File: src/rtl/puf_majority_sampler_pkg.sv
// Shared types and helpers for the PUF majority sampler.
package puf_sampler_pkg;

  // Readout sequencer states
  typedef enum logic [2:0] {
    StIdle,
    StSetup,
    StHigh,
    StCapture,
    StVote,
    StDone
  } state_e;

  // Bits needed to hold a count of 0..n
  function automatic int unsigned cnt_w(input int unsigned n);
    return $clog2(n + 1);
  endfunction

endpackage

File: src/rtl/puf_majority_sampler_if.sv
// Clocked PUF read bus: the sampler is the master, the PUF macro the slave.
interface puf_majority_sampler_if #(
  parameter int unsigned AddrW = 3
);
  logic             puf_clk;
  logic             puf_enable;
  logic [AddrW-1:0] puf_addr;
  logic [7:0]       puf_data;

  modport master (
    output puf_clk,
    output puf_enable,
    output puf_addr,
    input  puf_data
  );

  modport slave (
    input  puf_clk,
    input  puf_enable,
    input  puf_addr,
    output puf_data
  );
endinterface

File: src/rtl/puf_majority_sampler_bit_voter.sv
// One response bit: counts ones across passes and votes on the result.
// Optional build macro: STABILITY_MASK_EN adds the disagreement flag.
module puf_bit_voter
  import puf_sampler_pkg::*;
#(
  parameter int unsigned NUM_READS = 3
) (
  input  logic clk,
  input  logic reset_n,
  input  logic clr,
  input  logic inc,
  input  logic data,
  output logic vote
`ifdef STABILITY_MASK_EN
  ,
  output logic unstable
`endif
);

  localparam int unsigned CntW = cnt_w(NUM_READS);

  logic [CntW-1:0] ones_q;

  // Ones-counter: cleared on accepted start, bumped when this bit's byte is captured as 1
  always_ff @(posedge clk) begin
    if (!reset_n) begin
      ones_q <= '0;
    end else if (clr) begin
      ones_q <= '0;
    end else if (inc && data) begin
      ones_q <= ones_q + CntW'(1);
    end
  end

  assign vote = (ones_q > CntW'(NUM_READS / 2));

`ifdef STABILITY_MASK_EN
  assign unstable = (ones_q != '0) && (ones_q != CntW'(NUM_READS));
`endif

endmodule

File: src/rtl/puf_majority_sampler.sv
// PUF readout engine: reads the array NUM_READS times and majority-votes each bit.
// Optional build macro: STABILITY_MASK_EN adds unstable_mask / unstable_count.
module puf_majority_sampler
  import puf_sampler_pkg::*;
#(
  parameter int unsigned PUF_BYTES = 8,
  parameter int unsigned NUM_READS = 3,
  parameter int unsigned CLK_DIV   = 2
) (
  input  logic                         clk,
  input  logic                         reset_n,
  input  logic                         start,
  output logic                         busy,
  output logic                         done,
  output logic [PUF_BYTES*8-1:0]       resp,
  output logic                         resp_valid,
`ifdef STABILITY_MASK_EN
  output logic [PUF_BYTES*8-1:0]       unstable_mask,
  output logic [cnt_w(PUF_BYTES*8)-1:0] unstable_count,
`endif
  puf_majority_sampler_if.master       puf
);

  localparam int unsigned RespW = PUF_BYTES * 8;
  localparam int unsigned AddrW = (PUF_BYTES > 1) ? $clog2(PUF_BYTES) : 1;
  localparam int unsigned PassW = cnt_w(NUM_READS);
  localparam int unsigned DivW  = cnt_w(CLK_DIV);

  if ((NUM_READS < 1) || ((NUM_READS % 2) == 0)) begin : g_bad_reads
    $error("NUM_READS must be odd and >= 1");
  end
  if (CLK_DIV < 1) begin : g_bad_div
    $error("CLK_DIV must be >= 1");
  end

  state_e             state_q;
  logic [DivW-1:0]    div_q;
  logic [PassW-1:0]   pass_q;
  logic [AddrW-1:0]   addr_q;
  logic               puf_clk_q;
  logic               puf_en_q;
  logic               accept;
  logic               last_addr;
  logic               last_div;
  logic [RespW-1:0]   vote_vec;

  // Start is ignored while busy and during the done pulse
  assign accept    = (state_q == StIdle) && start && !done;
  assign last_addr = (addr_q == AddrW'(PUF_BYTES - 1));
  assign last_div  = (div_q == DivW'(CLK_DIV - 1));

  assign puf.puf_clk    = puf_clk_q;
  assign puf.puf_enable = puf_en_q;
  assign puf.puf_addr   = addr_q;

`ifdef STABILITY_MASK_EN
  logic [RespW-1:0]              unstable_vec;
  logic [cnt_w(RespW)-1:0]       pop_cnt;

  // Popcount of the per-bit disagreement flags
  always_comb begin
    pop_cnt = '0;
    for (int i = 0; i < RespW; i++) begin
      pop_cnt = pop_cnt + cnt_w(RespW)'(unstable_vec[i]);
    end
  end
`endif

  for (genvar i = 0; i < RespW; i++) begin : g_voter
    puf_bit_voter #(
      .NUM_READS (NUM_READS)
    ) u_voter (
      .clk      (clk),
      .reset_n  (reset_n),
      .clr      (accept),
      .inc      ((state_q == StCapture) && (addr_q == AddrW'(i / 8))),
      .data     (puf.puf_data[i % 8]),
      .vote     (vote_vec[i])
`ifdef STABILITY_MASK_EN
      ,
      .unstable (unstable_vec[i])
`endif
    );
  end

  // Readout sequencer with registered outputs; done/resp_valid land one edge after DONE
  always_ff @(posedge clk) begin
    if (!reset_n) begin
      state_q    <= StIdle;
      div_q      <= '0;
      pass_q     <= '0;
      addr_q     <= '0;
      puf_clk_q  <= 1'b0;
      puf_en_q   <= 1'b0;
      busy       <= 1'b0;
      done       <= 1'b0;
      resp       <= '0;
      resp_valid <= 1'b0;
`ifdef STABILITY_MASK_EN
      unstable_mask  <= '0;
      unstable_count <= '0;
`endif
    end else begin
      done <= 1'b0;
      unique case (state_q)
        StIdle: begin
          if (accept) begin
            state_q    <= StSetup;
            div_q      <= '0;
            pass_q     <= '0;
            addr_q     <= '0;
            puf_en_q   <= 1'b1;
            busy       <= 1'b1;
            resp_valid <= 1'b0;
`ifdef STABILITY_MASK_EN
            unstable_mask  <= '0;
            unstable_count <= '0;
`endif
          end
        end
        StSetup: begin
          if (last_div) begin
            div_q     <= '0;
            puf_clk_q <= 1'b1;
            state_q   <= StHigh;
          end else begin
            div_q <= div_q + DivW'(1);
          end
        end
        StHigh: begin
          if (last_div) begin
            div_q     <= '0;
            puf_clk_q <= 1'b0;
            state_q   <= StCapture;
          end else begin
            div_q <= div_q + DivW'(1);
          end
        end
        StCapture: begin
          // Voters sample puf_data on this edge
          if (!last_addr) begin
            addr_q  <= addr_q + AddrW'(1);
            state_q <= StSetup;
          end else if (pass_q != PassW'(NUM_READS - 1)) begin
            addr_q  <= '0;
            pass_q  <= pass_q + PassW'(1);
            state_q <= StSetup;
          end else begin
            state_q <= StVote;
          end
        end
        StVote: begin
          resp    <= vote_vec;
`ifdef STABILITY_MASK_EN
          unstable_mask  <= unstable_vec;
          unstable_count <= pop_cnt;
`endif
          state_q <= StDone;
        end
        StDone: begin
          done       <= 1'b1;
          resp_valid <= 1'b1;
          busy       <= 1'b0;
          puf_en_q   <= 1'b0;
          state_q    <= StIdle;
        end
        default: state_q <= StIdle;
      endcase
    end
  end

endmodule

File: src/flat_wrapper.sv
// flat-port wrapper written by rule: the top's interface ports become plain ports
module puf_majority_sampler_flat import puf_sampler_pkg::*;
#(
  parameter int unsigned PUF_BYTES = 8,
  parameter int unsigned NUM_READS = 3,
  parameter int unsigned CLK_DIV   = 2
)
  (clk, reset_n, start, busy, done, resp, resp_valid, puf_puf_clk, puf_puf_enable, puf_puf_addr, puf_puf_data);
  puf_majority_sampler_if #(.AddrW(3)) puf_i ();
  input  logic clk;
  input  logic reset_n;
  input  logic start;
  output logic busy;
  output logic done;
  output logic [PUF_BYTES*8-1:0] resp;
  output logic resp_valid;
  output wire logic [$bits(puf_i.puf_clk)-1:0] puf_puf_clk;
  output wire logic [$bits(puf_i.puf_enable)-1:0] puf_puf_enable;
  output wire logic [$bits(puf_i.puf_addr)-1:0] puf_puf_addr;
  input wire logic [$bits(puf_i.puf_data)-1:0] puf_puf_data;
  assign puf_puf_clk = puf_i.puf_clk;
  assign puf_puf_enable = puf_i.puf_enable;
  assign puf_puf_addr = puf_i.puf_addr;
  assign puf_i.puf_data = puf_puf_data;
  puf_majority_sampler #(.PUF_BYTES(PUF_BYTES), .NUM_READS(NUM_READS), .CLK_DIV(CLK_DIV)) u_core (.clk(clk), .reset_n(reset_n), .start(start), .busy(busy), .done(done), .resp(resp), .resp_valid(resp_valid), .puf(puf_i));
endmodule
File: config.mk
export PLATFORM = sky130hd
export DESIGN_NAME = puf_majority_sampler_flat
export DESIGN_NICKNAME = d
export VERILOG_FILES = /design/src/rtl/puf_majority_sampler_pkg.sv /design/src/rtl/puf_majority_sampler_if.sv /design/src/rtl/puf_majority_sampler_bit_voter.sv /design/src/rtl/puf_majority_sampler.sv /design/src/flat_wrapper.sv
export SDC_FILE = /design/constraint.sdc
export NUM_CORES = 1
export LEC_CHECK = 0
export ABC_AREA = 1
export BUFFER_PORTS_ARGS = -buffer_cell sky130_fd_sc_hd__buf_4
export CELL_PAD_IN_SITES_DETAIL_PLACEMENT = 0
export CELL_PAD_IN_SITES_GLOBAL_PLACEMENT = 2
export CORE_AREA = 2 2 164 182
export CTS_CLUSTER_DIAMETER = 60
export DETAILED_ROUTE_END_ITERATION = 12
export DIE_AREA = 0 0 166 184
export PLACE_DENSITY_LB_ADDON = 0.25
export REMOVE_ABC_BUFFERS = 1
export SYNTH_ARGS = -nofsm -noshare
export SYNTH_HDL_FRONTEND = slang
export SYNTH_SLANG_ARGS = --single-unit
export TNS_END_PERCENT = 5
File: constraint.sdc
create_clock -name clk -period 1.4 [get_ports clk]
set_input_delay 0.07 -clock clk [delete_from_list [all_inputs] [get_ports clk]]
set_output_delay 0.07 -clock clk [all_outputs]
set_load 0.01 [all_outputs]
==> report_table.html <==
<table>
<tr><th>Metric</th><th>Value</th></tr>
<tr><th colspan="2">Setup path</th></tr>
<tr><td>Cell type group with the largest total delay on the critical path</td><td>buffers and inverters</td></tr>
<tr><td>Maximum net fanout on the critical path</td><td>6</td></tr>
<tr><td>CP Data Required Time</td><td>1.80 ns</td></tr>
<tr><td>Worst path max stage delay</td><td>between 0.3 and 0.4 ns</td></tr>
<tr><td>Arrival time at the worst endpoint</td><td>1.84 ns</td></tr>
<tr><td>Cell type of the slowest stage on the worst timing path</td><td>sky130_fd_sc_hd__dfxtp_4</td></tr>
<tr><td>Crit end category</td><td>flop</td></tr>
<tr><td>Classification of the worst setup path</td><td>flop to flop</td></tr>
<tr><td>Buffers plus inverters on the worst setup path</td><td>5</td></tr>
<tr><td>Chain of cells forming the critical path</td><td>nor2_4 &gt; buf_4 &gt; nand2_4 &gt; inv_6 &gt; buf_12 &gt; buf_8 &gt; buf_6 &gt; o21ai_0 &gt; o211a_1</td></tr>
<tr><td>Startpoint type of the worst setup path</td><td>flop</td></tr>
<tr><th colspan="2">Timing</th></tr>
<tr><td>Final period demand of the worst path</td><td>between 1 and 1.5 ns</td></tr>
<tr><td>Setup slack of the critical path after layout</td><td>-0.0364 ns</td></tr>
<tr><td>Slew at the pin closest to its max-slew limit</td><td>0.520 ns</td></tr>
<tr><td>RSZ-0062 raised after global routing</td><td>true</td></tr>
<tr><td>Final worst clock skew</td><td>a little under 0.009 ns</td></tr>
<tr><td>Number of pins exceeding their max-slew limit in the final report</td><td>0</td></tr>
<tr><td>Tcrit/Tclk final</td><td>103%</td></tr>
<tr><td>Number of endpoints failing setup at the final stage</td><td>20</td></tr>
<tr><td>Highest attainable clock frequency</td><td>0.696 GHz</td></tr>
<tr><td>Final hold viol count</td><td>0</td></tr>
<tr><td>Worst max-slew margin expressed relative to the limit</td><td>65.3%</td></tr>
<tr><th colspan="2">Detailed routing</th></tr>
<tr><td>Number of vias after detailed routing</td><td>7446</td></tr>
<tr><td>First-pass DRT Iterations</td><td>4</td></tr>
<tr><td>Post-Route WL</td><td>23300 microns</td></tr>
<tr><td>Detail Route met3 WL</td><td>roughly 850 microns</td></tr>
<tr><td>Initial drt markers</td><td>368</td></tr>
<tr><td>Met2 WL post-DR</td><td>11000 microns</td></tr>
<tr><td>Drt via density</td><td>approximately 4.5</td></tr>
<tr><td>DRC violations left</td><td>0</td></tr>
<tr><td>Top layer reached by signal wires</td><td>met5</td></tr>
<tr><td>Length of routed wiring on met1</td><td>roughly 11000 microns</td></tr>
<tr><td>Average wire length per cell after detail routing</td><td>13.9 microns</td></tr>
<tr><td>Count of nets left with antenna violations after detail routing</td><td>0</td></tr>
<tr><th colspan="2">Finish</th></tr>
<tr><td>Post-synthesis to final-layout area growth</td><td>35.4%</td></tr>
<tr><td>Number of filler instances in the final layout</td><td>roughly 2800</td></tr>
<tr><td>Most frequent standard cell in the layout excluding fill and tap cells</td><td>sky130_fd_sc_hd__nand2_1</td></tr>
<tr><td>Layout cells sized above 1</td><td>21.1%</td></tr>
<tr><td>Diode count</td><td>0</td></tr>
<tr><td>Most frequent cells in the layout</td><td>208 x sky130_fd_sc_hd__nand2_1, 200 x sky130_fd_sc_hd__dfxtp_1, 150 x sky130_fd_sc_hd__inv_1</td></tr>
<tr><td>Final Net Count</td><td>1365</td></tr>
<tr><th colspan="2">Power and ir drop</th></tr>
<tr><td>Peak supply drop</td><td>0.948 mV</td></tr>
<tr><td>Cell leakage power</td><td>5.69 nW</td></tr>
<tr><td>Power per cell area</td><td>around 1300 mW/mm^2</td></tr>
<tr><td>Total power consumption of the routed design</td><td>16.2 mW</td></tr>
<tr><th colspan="2">Global route</th></tr>
<tr><td>Total global-route track usage</td><td>14.5%</td></tr>
<tr><td>Via count of the first global-routing pass</td><td>7018</td></tr>
<tr><td>GRT overflow</td><td>0</td></tr>
<tr><td>Number of antenna violations at the first check in global routing</td><td>1</td></tr>
<tr><td>First-pass GRT wire length</td><td>roughly 36000 microns</td></tr>
<tr><td>Pin count of the biggest net entering global routing</td><td>63</td></tr>
<tr><th colspan="2">Placed design</th></tr>
<tr><td>Count of buffers inserted at the top-level ports</td><td>82</td></tr>
<tr><td>Half-perimeter wire length of the detailed placement result</td><td>roughly 14000 microns</td></tr>
<tr><td>Gpl congestion</td><td>roughly 0.7</td></tr>
<tr><td>Pre-CTS worst setup slack</td><td>-0.331 ns</td></tr>
<tr><th colspan="2">Synth</th></tr>
<tr><td>Top post-synthesis cells by area</td><td>sky130_fd_sc_hd__dfxtp_1 45%, sky130_fd_sc_hd__ha_1 9.8%, sky130_fd_sc_hd__nand2_1 9.2%, sky130_fd_sc_hd__o211a_1 7.0%, sky130_fd_sc_hd__inv_1 6.4%</td></tr>
<tr><td>Area share of the leading cell type in the synthesized netlist</td><td>45.3%</td></tr>
<tr><td>Cells after Synth</td><td>between 1000 and 1500</td></tr>
<tr><td>Total of warnings raised by yosys</td><td>0</td></tr>
<tr><td>Flip-flop and latch count after synthesis</td><td>206</td></tr>
<tr><td>Mean area per synthesized cell</td><td>8.00 sq um</td></tr>
<tr><td>Share of synthesized area occupied by flip-flops and latches</td><td>between 40% and 50%</td></tr>
<tr><td>Area of the mapped netlist</td><td>0.00910 sq mm</td></tr>
<tr><td>Count of cell types in the netlist</td><td>20</td></tr>
<tr><td>Largest area contributor in the netlist</td><td>sky130_fd_sc_hd__dfxtp_1</td></tr>
<tr><th colspan="2">Die</th></tr>
<tr><td>Initial core utilization</td><td>31.9%</td></tr>
<tr><td>Die height</td><td>184 microns</td></tr>
<tr><td>Chip Width</td><td>approximately 170 microns</td></tr>
<tr><td>Top-level I/O count</td><td>83</td></tr>
<tr><td>Die area</td><td>0.0305 sq mm</td></tr>
<tr><td>Std-Cell Rows</td><td>65</td></tr>
<tr><td>Placeable core area</td><td>0.0285 sq mm</td></tr>
<tr><th colspan="2">Clock tree</th></tr>
<tr><td>Sink count of the clock tree</td><td>206</td></tr>
<tr><td>Clock insertion delay at the later pin of the skew report</td><td>just over 0.5 ns</td></tr>
<tr><td>TritonCTS clock tree</td><td>done</td></tr>
<tr><td>Number of levels the H-tree was split into</td><td>1</td></tr>
<tr><td>Clock Tree Buf Depth</td><td>3</td></tr>
<tr><td>Register clock-pin slew on the reported worst setup and hold paths</td><td>0.06 ns</td></tr>
<tr><td>Number of buffers added by the clock tree synthesis step</td><td>26</td></tr>
<tr><td>Root Buffer</td><td>sky130_fd_sc_hd__clkbuf_16</td></tr>
<tr><th colspan="2">Status</th></tr>
<tr><td>Violated checks</td><td>negative setup slack</td></tr>
<tr><td>Run status</td><td>finished with violations</td></tr>
<tr><th colspan="2">Min path</th></tr>
<tr><td>Worst min-delay path category</td><td>input port to flop</td></tr>
<tr><th colspan="2">Job</th></tr>
<tr><td>Number of max-cap violations</td><td>0</td></tr>
</table>
==> worst paths after layout <==
kind	cells after the start	start	slack, ns	end
worst min-delay path	4	reset_n	0.03	u_core.state_q[2]$_SDFFE_PN0P_
worst min register to register	2	u_core.div_q[1]$_SDFFE_PN0P_	0.44	u_core.div_q[1]$_SDFFE_PN0P_
worst max-delay path	9	u_core.state_q[0]$_SDFFE_PN0P_	-0.04	u_core.resp[18]$_SDFFE_PN0P_
worst max register to register	9	u_core.state_q[0]$_SDFFE_PN0P_	-0.04	u_core.resp[18]$_SDFFE_PN0P_
==> cells in the mapped netlist <==
cell / instances
sky130_fd_sc_hd__nand2_1: 223
sky130_fd_sc_hd__inv_1: 156
sky130_fd_sc_hd__nor2_4: 4
sky130_fd_sc_hd__nor2_1: 122
sky130_fd_sc_hd__xor2_1: 24
sky130_fd_sc_hd__nand3_1: 42
sky130_fd_sc_hd__clkbuf_1: 9
sky130_fd_sc_hd__dfxtp_1: 206
sky130_fd_sc_hd__o21ai_1: 3
sky130_fd_sc_hd__buf_4: 1
sky130_fd_sc_hd__o21ai_0: 88
sky130_fd_sc_hd__clkbuf_2: 2
sky130_fd_sc_hd__ha_1: 71
sky130_fd_sc_hd__buf_2: 27
sky130_fd_sc_hd__o211a_1: 64
sky130_fd_sc_hd__inv_2: 2
sky130_fd_sc_hd__nor3_1: 1
sky130_fd_sc_hd__nor2_2: 2
sky130_fd_sc_hd__clkinv_1: 13
sky130_fd_sc_hd__a21oi_1: 77
==> state kept, by name (all words and copies together), names as in the netlist <==
register and cells:
u_core.done 1, u_core.resp_valid 1, u_core.busy 1, u_core.resp 64, u_core.state_q 3, u_core.puf.puf_addr 3
u_core.pass_q 2, u_core.div_q 2, u_core.g_voter.u_voter.ones_q 128, u_core.puf.puf_clk 1
==> metrics by stage <==
stage | cells | hold WS [ns] | setup TNS [ns] | utilization (%) | cell area [sq um]
floorplan | 1098 | 0.168 | -89.43 | - | 8910
global placement | 1597 | 0.433 | -12.55 | 36.8 | 10500
detailed placement | 1597 | 0.431 | -15.55 | 36.8 | 10500
CTS | 1656 | 0.0221 | -0.685 | 41.4 | 11800
global route | 1669 | 0.0492 | -10.23 | 43.2 | 12300
finish | 1669 | 0.0261 | -0.339 | 43.2 | 12300
==> layout make-up <==
| cell class | count | area, sq um | share of cell area (%) |
|---|---|---|---|
| multi-input combinational | 721 | 4490 | 36.4 |
| sequential | 206 | 4140 | 33.6 |
| timing repair buffer | 157 | 1630 | 13.2 |
| clock buffer | 35 | 776 | 6.30 |
| inverter | 171 | 647 | 5.25 |
| tap | 368 | 460 | 3.74 |
| clock inverter | 11 | 186 | 1.51 |
==> timing repair <==
action,4_1_cts,5_1_grt
buffers inserted,4,6
resized for setup,96,80
cloned,1,7
hold endpoints to repair,66,0
hold buffers,8,0
pin swaps,5,9
endpoints found under the setup margin,132,199
==> routing by layer <==
metal	track usage (%)	vias up
met5	0	-
met3	2.67	21
met2	25.4	85
met4	3.17	2
li1	-	3961
met1	18.6	3377
==> cell families after synthesis <==
| kind of cell | Yosys count | synth area share (%) |
|---|---|---|
| buffers and inverters | 210 | 9.10 |
| and+or+nand+nor | 394 | 17.2 |
| AOI/OAI and AO/OA | 232 | 16.3 |
| DFF | 206 | 45.3 |
| xor gates and xnor gates | 24 | 2.31 |
| adders and majority gates | 71 | 9.76 |
==> worst register-to-register path, delay by kind of cell (launching register included) <==
kind	cells	cell delay (ns)
compound gates	2	0.19
flops	1	0.36
simple gates	2	0.17
buf+inv	5	0.60
==> where the power goes <==
part / total (mW) / internal (mW) / switching (mW)
Sequential: 6.09 / 5.99 / 0.105
Clock: 7.37 / 4.78 / 2.59
Combinational: 2.72 / 1.18 / 1.54
Note: power is estimated with default switching activity, not from simulation.
